## src/rtl/display_saida.sv

```systemverilog
// display_saida: captures a 4-bit result and overflow flag from the calculator
// controller, splits the value into decimal tens/ones digits and drives a
// 2-digit multiplexed, active-low 7-segment display. An overflowed result blinks.
module display_saida #(
  parameter int SCAN_DIV  = 1000,
  parameter int BLINK_DIV = 250000
) (
  input  logic       clk,
  input  logic       rst_n,
  input  logic       valid,
  output logic       ready,
  input  logic       clear,
  input  logic [3:0] Z,
  input  logic       overflow,
  output logic [6:0] seg,
  output logic [1:0] an
);

  localparam int SW = (SCAN_DIV  > 1) ? $clog2(SCAN_DIV)  : 1;
  localparam int BW = (BLINK_DIV > 1) ? $clog2(BLINK_DIV) : 1;
  localparam logic [SW-1:0] SCAN_LAST  = SW'(SCAN_DIV - 1);
  localparam logic [BW-1:0] BLINK_LAST = BW'(BLINK_DIV - 1);
  localparam logic [6:0] SEG_OFF = 7'h7F;

  typedef enum logic [1:0] {BLANK, CONV, SHOW} state_t;

  state_t          state_reg, state_next;
  logic [3:0]      val_reg;
  logic            ovf_reg;
  logic            tens_reg;
  logic [3:0]      ones_reg;
  logic [SW-1:0]   scan_cnt_reg;
  logic            sel_reg;
  logic [BW-1:0]   blink_cnt_reg;
  logic            blink_on_reg;
  logic [6:0]      seg_reg, seg_next;
  logic [1:0]      an_reg, an_next;
  logic            capture;

  // Digit 0..9 to active-low segment pattern (a..g on bits 6..0)
  function automatic logic [6:0] seg_pattern(input logic [3:0] d);
    case (d)
      4'd0:    seg_pattern = 7'h01;
      4'd1:    seg_pattern = 7'h4F;
      4'd2:    seg_pattern = 7'h12;
      4'd3:    seg_pattern = 7'h06;
      4'd4:    seg_pattern = 7'h4C;
      4'd5:    seg_pattern = 7'h24;
      4'd6:    seg_pattern = 7'h20;
      4'd7:    seg_pattern = 7'h0F;
      4'd8:    seg_pattern = 7'h00;
      4'd9:    seg_pattern = 7'h04;
      default: seg_pattern = SEG_OFF;
    endcase
  endfunction

  assign ready   = (state_reg != CONV);
  // Clear has priority over a capture offered in the same cycle
  assign capture = valid && ready && !clear;
  assign seg     = seg_reg;
  assign an      = an_reg;

  // Next-state logic: clear always blanks, capture always converts
  always_comb begin
    state_next = state_reg;
    if (clear) begin
      state_next = BLANK;
    end else if (capture) begin
      state_next = CONV;
    end else if (state_reg == CONV) begin
      state_next = SHOW;
    end
  end

  // Display drive: held during CONV so the previous digits stay visible
  always_comb begin
    seg_next = seg_reg;
    an_next  = an_reg;
    case (state_reg)
      BLANK: begin
        seg_next = SEG_OFF;
        an_next  = 2'b11;
      end
      SHOW: begin
        if (ovf_reg && !blink_on_reg) begin
          seg_next = SEG_OFF;
          an_next  = 2'b11;
        end else if (!sel_reg) begin
          seg_next = seg_pattern(ones_reg);
          an_next  = 2'b10;
        end else begin
          seg_next = tens_reg ? seg_pattern(4'd1) : SEG_OFF;
          an_next  = 2'b01;
        end
      end
      default: begin
        seg_next = seg_reg;
        an_next  = an_reg;
      end
    endcase
  end

  // State, captured value, digit conversion, scan/blink timers and output registers
  always_ff @(posedge clk) begin
    if (!rst_n) begin
      state_reg     <= BLANK;
      val_reg       <= 4'd0;
      ovf_reg       <= 1'b0;
      tens_reg      <= 1'b0;
      ones_reg      <= 4'd0;
      scan_cnt_reg  <= '0;
      sel_reg       <= 1'b0;
      blink_cnt_reg <= '0;
      blink_on_reg  <= 1'b1;
      seg_reg       <= SEG_OFF;
      an_reg        <= 2'b11;
    end else begin
      state_reg <= state_next;
      seg_reg   <= seg_next;
      an_reg    <= an_next;

      if (capture) begin
        val_reg <= Z;
        ovf_reg <= overflow;
      end

      if (state_reg == CONV) begin
        tens_reg <= (val_reg >= 4'd10);
        ones_reg <= (val_reg >= 4'd10) ? (val_reg - 4'd10) : val_reg;
      end

      // Free-running digit scan, independent of captures
      if (scan_cnt_reg == SCAN_LAST) begin
        scan_cnt_reg <= '0;
        sel_reg      <= !sel_reg;
      end else begin
        scan_cnt_reg <= scan_cnt_reg + 1'b1;
      end

      // Blink restarts in the visible phase on every capture
      if (capture) begin
        blink_cnt_reg <= '0;
        blink_on_reg  <= 1'b1;
      end else if (blink_cnt_reg == BLINK_LAST) begin
        blink_cnt_reg <= '0;
        blink_on_reg  <= !blink_on_reg;
      end else begin
        blink_cnt_reg <= blink_cnt_reg + 1'b1;
      end
    end
  end

endmodule

```

## config.mk

```make
export PLATFORM = sky130hd
export DESIGN_NAME = display_saida
export DESIGN_NICKNAME = d
export VERILOG_FILES = /design/src/rtl/display_saida.sv
export SDC_FILE = /design/constraint.sdc
export NUM_CORES = 1
export LEC_CHECK = 0
export BUFFER_PORTS_ARGS = -buffer_cell sky130_fd_sc_hd__buf_2
export CAP_MARGIN = 20
export CORE_UTILIZATION = 30
export CTS_CLUSTER_SIZE = 25
export DETAILED_ROUTE_END_ITERATION = 6
export GPL_TIMING_DRIVEN = 0
export MAX_ROUTING_LAYER = met4
export PLACE_DENSITY = 0.53
export SYNTH_ARGS = -nofsm -noshare
export SYNTH_HDL_FRONTEND = slang
export SYNTH_SLANG_ARGS = --single-unit
```

## constraint.sdc

```tcl
create_clock -name clk -period 2 [get_ports clk]
set_clock_uncertainty 0.2 [all_clocks]
set_input_delay 0.4 -clock clk [delete_from_list [all_inputs] [get_ports clk]]
set_output_delay 0.4 -clock clk [all_outputs]
set_load 0.01 [all_outputs]
```

* Word level (Yosys, flattened, before mapping) *
Memory sizes are Yosys's and may differ from the RTL's. A register that Yosys moved wholly into a read port is not among the register bits.
Cells that the tools add are included.

storage, ports and cells
  input bits = 9
  word-level logic and storage cells = 49
  bits in registers = 51
  output and inout bits = 10
  memories = 1
  bits in read-only memories = 112

cells by class
  reductions and logical operators = 14
  add/subtract/negate cells = 3
  bitwise gates (word level) = 1
  $lt $le $gt $ge = 1
  equality and inequality tests = 5
  mux-type cells = 12

memory list
  name             words  width  read ports  clocked after memory_dff  wr ports  line  text
  (no name shown)  16     7      1           1                         0         42    case (d)

operator list
  operator               number
  $add 18x1->18 const B  1
  $eq 18x18->1 const B   1
  $mux 7                 2
  $pmux 7 s2             1
  $mux 4                 3
  $add 10x1->10 const B  1
  $eq 10x10->1 const B   1
  $mux 6                 1
  $reduce_or 2->1        3
  $reduce_or 3->1        2
  $ge 4x4->1 const B     1
  $mux 2                 2
  $pmux 2 s2             1
  $reduce_bool 2->1      2
  $sub 4x4->4 const B    1
  $logic_and 1x1->1      3
  $logic_not 1->1        3
  $eq 2x1->1 const B     1
  $eq 2x2->1 const B     1
  $logic_not 2->1        1
  $mux 1                 2
  $ne 2x1->1 const B     1
  $not 1->1              1

* Logic depth before layout (Yosys ltp) *
Gate-level depths: netlist (run 1).

  depth after elaboration = 4
  depth in mapped cells = 9
  gate-level depth less buffers = 8

* Worst setup path after synthesis (run 1) *
Ideal clock, no wire load.

  kind = register -> register
  start = reg state_reg[0]
  end = reg (tool-made name)
  setup time = 0.121 ns
  arrival time = 1.701 ns
  stages on the path, launching flop included = 10
  required time = 1.679 ns
  path slack = -0.022 ns
  cell sequence = dfxtp_1 nor2b_4 buf_6 o211ai_1 o211ai_1 inv_1 ha_1 nor2_1 a32o_1 nor2_1

RTL lines
  element                 line  text
  start, declared         27    state_t state_reg, state_next;
  start signal, assigned  118   state_reg <= state_next;

==> flow_metrics.env, run 1 <==
export IMPL_hold_violations=0
export IMPL_path_clk_slew_ns=0.07
export IMPL_placed_cell_area_um2=2720
export IMPL_postCtsHoldBufs=0
export IMPL_dieArea_um2=8720
export IMPL_min_period_over_period=0.980
export IMPL_leakagePower_nw=1.16
export IMPL_critical_path_class="reg2reg"
export IMPL_synth_nets=288
export IMPL_synth_seq_cells=58
export IMPL_antenna_diode_count=0
export IMPL_nFillCells=824
export IMPL_netlist_area_um2=2500
export IMPL_intPower_mw=1.81
export IMPL_grt_pass1_wl_um=8440
export IMPL_wire_per_inst_um=11.7
export IMPL_drc=0
export IMPL_sequentialPowerShare=0.509
export IMPL_relSlewSlack=0.678
export IMPL_syn_avg_cell_area_um2=9.24
export IMPL_portBuffers=17
export IMPL_crit_chain="nor2b_4 > buf_6 > o211ai_1 > ha_1 > and3_4 > or2_1"
export IMPL_clock_power_share=0.435
export IMPL_path_max_fanout=6
export IMPL_gp_congestion=0.735
export IMPL_switchingPower_uw=548
export IMPL_vias=1900
export IMPL_drv_cap=0
export IMPL_grt_antenna_before_repair=0
export IMPL_hp_class="in2reg"
export IMPL_period_needed_ns=1.96
export IMPL_core_um2=7890
export IMPL_synth_distinct_cells=50
export IMPL_end_kind="flop"
export IMPL_tightestPinTransition_ns=0.483
export IMPL_finalSetupTns_ns=0
export IMPL_critPathLaunchType="flop"
export IMPL_cts_htree_levels=3
export IMPL_cts_max_path_buffers=2
export IMPL_numCtsBuffers=9
export IMPL_slowest_stage="o211ai_1"
export IMPL_status="completed"
export IMPL_grt_overflow=0
export IMPL_pwr_share_comb=0.056
export IMPL_whs_ns=0.115
export IMPL_synth_area_leaders="dfxtp_1 (46%), nor2_1 (7.2%), xnor2_1 (4.5%)"
export IMPL_swShare=0.233
export IMPL_dr_pass1_iters=4
export IMPL_ys_seq_area_frac=0.464
export IMPL_cts_root_buf="clkbuf_8"
export IMPL_timing_fmax_mhz=510
export IMPL_p_total_mw=2.35
export IMPL_antenna_left=0
export IMPL_critPathArrivalTime_ns=1.98
export IMPL_grt_max_degree=11
export IMPL_yosys_warnings=0
export IMPL_ios=19
export IMPL_fin_area_um2=3040
export IMPL_die_y_um=93.4
export IMPL_final_cell_mix="dfxtp_1 (53), nor2_1 (47), buf_2 (19)"
export IMPL_ir_drop_uv=237
export IMPL_dp_cells=390
export IMPL_die_width_um=93.4
export IMPL_netlist_area_leader_share=0.464
export IMPL_synth_largest_area_cell="dfxtp_1"
export IMPL_p_per_area_nw_per_um2=776
export IMPL_final_common_cell="dfxtp_1"
export IMPL_grt_setup_unrepaired="yes"
export IMPL_syn_inst=271
export IMPL_clkLatencyLatePin_ns=0.33
export IMPL_wl_um=4840
export IMPL_dpl_hpwl_um=3290
export IMPL_grt_pass1_vias=1841
export IMPL_cts_sinks=58
export IMPL_nNetsFinal=322
export IMPL_fin_cells=412
export IMPL_cp_required_ns=2.02
export IMPL_max_stage_delay_ns=0.39
export IMPL_viasPerCell=4.61
export IMPL_drive_gt1_frac=0.235
export IMPL_initial_utilization=0.318
export IMPL_num_rows=32
export IMPL_areaGrowthSynthToFinish_pct=21.2
export IMPL_cts_tree="built"
export IMPL_drtIter0Drc=58
export IMPL_drv_slew=0
export IMPL_grt_use_total=0.127
export IMPL_setup_viol=0
-- routing by layer --
metal / part of all wire / routed length [um] / GRT usage
met1: 0.50 / 2410 / 0.159
met2: 0.46 / 2240 / 0.195
met3: 0.022 / 107 / 0.0301
met4: 0.016 / 79 / 0.0577
met5: 0 / 0 / -
-- synthesized netlist by cell type (all sizes together) --
cell    instances
a211o           1
a211oi          1
a21oi          10
a221oi          1
a22o            1
a22oi           1
a32o            1
and2            2
and3            7
and3b           1
and4            1
buf             5
clkbuf          4
clkinv          1
dfxtp          58
ha              8
inv            15
mux2i           9
nand2          16
nand2b          4
nand3          10
nand3b          2
nand4           7
nor2           48
nor2b           1
nor3            4
nor3b           1
nor4            1
nor4b           2
o211a           1
o211ai          3
o21ai           6
o21bai          1
o22ai           5
o31ai           1
or2             2
or3             3
xnor2          13
xor2           13
-- critical path: cells and delay by family, from the launching register on --
family                   cells  cell delay (ns)
buffers and inverters        1             0.13
AO/OA/AOI/OAI                1             0.39
adder cells (fa/ha/maj)      1             0.31
AND/OR/NAND/NOR              3             0.46
flip-flops                   1             0.35
-- what timing repair did --
action | in CTS | in global routing
endpoints found under the setup margin | 17 | 26
pin swaps | 1 | 10
gates resized for setup | 6 | 13
setup buffers | 1 | 6
-- area by class of cell --
cell class	instances	area, um2	area share
Buffer	8	51.3	0.0169
Clock buffer	10	128	0.0420
Clock inverter	6	57.6	0.0190
Inverter	16	67.6	0.0223
Multi-Input combinational cell	188	1280	0.423
Sequential cell	58	1170	0.385
Tap cell	102	128	0.0420
Timing Repair Buffer	24	150	0.0495
-- final timing paths --
| path | start | to | slack [ns] | cells after the start |
|---|---|---|---|---|
| max reg2reg | state_reg[0]$_SDFFE_PP0P_ | flop | 0.04 | 6 |
| min reg2reg | scan_cnt_reg[0]$_SDFF_PP0_ | scan_cnt_reg[0]$_SDFF_PP0_ | 0.25 | 1 |
| min | Z[0] | val_reg[0]$_SDFFE_PN0P_ | 0.11 | 3 |
| max | state_reg[0]$_SDFFE_PP0P_ | flop | 0.04 | 6 |
-- power groups by stage --
stage | sequential, mW | combinational, mW | clock, mW
finish | 1.20 | 0.133 | 1.02
CTS | 1.20 | 0.122 | 1.05
floorplan | 1.22 | 0.0845 | 0
global placement | 1.22 | 0.114 | 0
global route | 1.20 | 0.150 | 1.11
detailed placement | 1.22 | 0.116 | 0
-- cells by family (layout without fill, tap and decap cells) --
logic type,after synthesis,after routing,synth area share
xor+xnor,26,26,0.0909
mux,9,9,0.0360
compound gates,33,33,0.0939
flops,58,58,0.464
fa+ha+maj,8,8,0.0400
buf+inv,25,64,0.0490
simple gates,112,112,0.227
-- per-stage QoR --
stage / util / setup slack, ns
2_1_floorplan: - / 0.0368
3_3_place_gp: 0.345 / -0.227
3_5_place_dp: 0.345 / -0.275
4_1_cts: 0.372 / 0.00219
5_1_grt: 0.385 / -0.0332
6_report: 0.385 / 0.0397
Note: power is estimated with default switching activity, not from simulation.
==> run 2, diff against run 1 <==
--- a/config.mk
+++ b/config.mk
@@ -7,11 +7,12 @@
 export LEC_CHECK = 0
 export BUFFER_PORTS_ARGS = -buffer_cell sky130_fd_sc_hd__buf_2
 export CAP_MARGIN = 20
+export CORE_ASPECT_RATIO = 0.9
+export CORE_MARGIN = 8
 export CORE_UTILIZATION = 30
 export CTS_CLUSTER_SIZE = 25
 export DETAILED_ROUTE_END_ITERATION = 6
 export GPL_TIMING_DRIVEN = 0
-export MAX_ROUTING_LAYER = met4
 export PLACE_DENSITY = 0.53
 export SYNTH_ARGS = -nofsm -noshare
 export SYNTH_HDL_FRONTEND = slang
==> run 2 against run 1 <==
Die area is 32% higher. Register-to-register slack improved by 0.03 ns. Clock power up 16%.
==> flow_metrics.env, run 2 (same netlist as run 1, synthesis figures left out) <==
export IMPL_critPathLaunchType="flop"
export IMPL_dr_wl_met3_um=160
export IMPL_met1_length_um=2490
export IMPL_setup_viol=0
export IMPL_gp_congestion=0.731
export IMPL_timing_fmax_mhz=518
export IMPL_relSlewSlack=0.677
export IMPL_period_needed_ns=1.93
export IMPL_dp_cells=387
export IMPL_portBuffers=17
export IMPL_clkLatencyLatePin_ns=0.33
export IMPL_min_period_over_period=0.966
export IMPL_die_width_um=112
export IMPL_path_clk_slew_ns=0.07
export IMPL_grt_overflow=0
export IMPL_cts_max_path_buffers=2
export IMPL_p_total_mw=2.52
export IMPL_num_rows=31
export IMPL_hp_class="in2reg"
export IMPL_leakagePower_nw=1.20
export IMPL_core_um2=8070
export IMPL_drc=0
export IMPL_dpl_hpwl_um=3380
export IMPL_critPathArrivalTime_ns=1.95
export IMPL_ir_drop_uv=332
export IMPL_cts_tree="built"
export IMPL_initial_utilization=0.310
export IMPL_grt_pass1_wl_um=8210
export IMPL_final_common_cell="dfxtp_1"
export IMPL_areaGrowthSynthToFinish_pct=24.0
export IMPL_grt_use_total=0.0893
export IMPL_pre_cts_slack_ns=-0.246
export IMPL_drv_slew=0
export IMPL_finalSetupTns_ns=0
export IMPL_fin_cells=415
export IMPL_dr_pass1_iters=4
export IMPL_numCtsBuffers=9
export IMPL_hold_violations=0
export IMPL_final_cell_mix="dfxtp_1 (52), nor2_1 (47), buf_2 (19)"
export IMPL_drive_gt1_frac=0.256
export IMPL_layout_setup_ws_ns=0.0686
export IMPL_status="completed"
export IMPL_vias=1901
export IMPL_cts_htree_levels=3
export IMPL_dieArea_um2=11500
export IMPL_cp_required_ns=2.02
export IMPL_nNetsFinal=329
export IMPL_grt_pass1_vias=1775
export IMPL_drtIter0Drc=55
export IMPL_viasPerCell=4.58
export IMPL_p_per_area_nw_per_um2=810
export IMPL_antenna_diode_count=0
export IMPL_end_kind="flop"
export IMPL_routed_wl_met2_um=2190
export IMPL_path_max_fanout=6
export IMPL_grt_setup_unrepaired="yes"
export IMPL_whs_ns=0.102
export IMPL_ios=19
export IMPL_tightestPinTransition_ns=0.485
export IMPL_cts_sinks=58
export IMPL_die_y_um=103
export IMPL_wl_um=4910
export IMPL_antenna_left=0
export IMPL_wire_per_inst_um=11.8
export IMPL_cts_root_buf="clkbuf_8"
export IMPL_grt_antenna_before_repair=0
export IMPL_drv_cap=0
export IMPL_grt_max_degree=11
export IMPL_critical_path_class="reg2reg"
export IMPL_top_layer="met4"
run 2: per-layer routing:
layer / GRT usage / vias up
met5: 0 / -
met4: 0.0590 / 0
met3: 0.0269 / 6
met2: 0.136 / 17
met1: 0.108 / 884
li1: - / 994
run 2: final timing paths:
path	from	endpoint	slack [ns]	depth (start not counted)
worst min register to register	blink_cnt_reg[0]$_SDFF_PP0_	blink_cnt_reg[0]$_SDFF_PP0_	0.24	1
worst min-delay path	Z[1]	val_reg[1]$_SDFFE_PN0P_	0.10	3
worst max register to register	state_reg[0]$_SDFFE_PP0P_	flop	0.07	6
worst max-delay path	state_reg[0]$_SDFFE_PP0P_	flop	0.07	6
run 2: layout make-up:
cell class | count | area (um2)
clock buffers | 14 | 193
flip-flops and latches | 58 | 1180
inverters | 16 | 67.6
fillers | 832 | 4960
multi-input cells | 188 | 1280
repair buffers | 31 | 190
plain buffers | 8 | 43.8
clock inverters | 1 | 30.0
well taps | 99 | 124
run 2: what timing repair did:
item | 4_1_cts | 5_1_grt
setup endpoints to repair | 17 | 24
cloned | 0 | 0
pin swaps | 0 | 9
setup buffers | 5 | 9
hold buffers | 0 | 0
gates resized for setup | 4 | 18
run 2: power by group:
part           total (mW)  internal (mW)  leakage (nW)  switching (mW)
clock network        1.18          0.739         0.115           0.443
logic               0.136         0.0633         0.615          0.0731
registers            1.20           1.18         0.473          0.0175
run 2: through the flow:
stage	cell area (um2)	util
floorplan	2500	-
global placement	2710	0.336
detailed placement	2710	0.336
CTS	2990	0.370
global route	3110	0.385
finish	3110	0.385
run 2: worst max-delay path, cell delays in order (launching register included):
cell      delay, ns
dfxtp_4        0.36
nor2b_4        0.21
o211ai_1       0.13
o211ai_1       0.25
ha_1           0.31
and3_4         0.15
or2_1          0.20
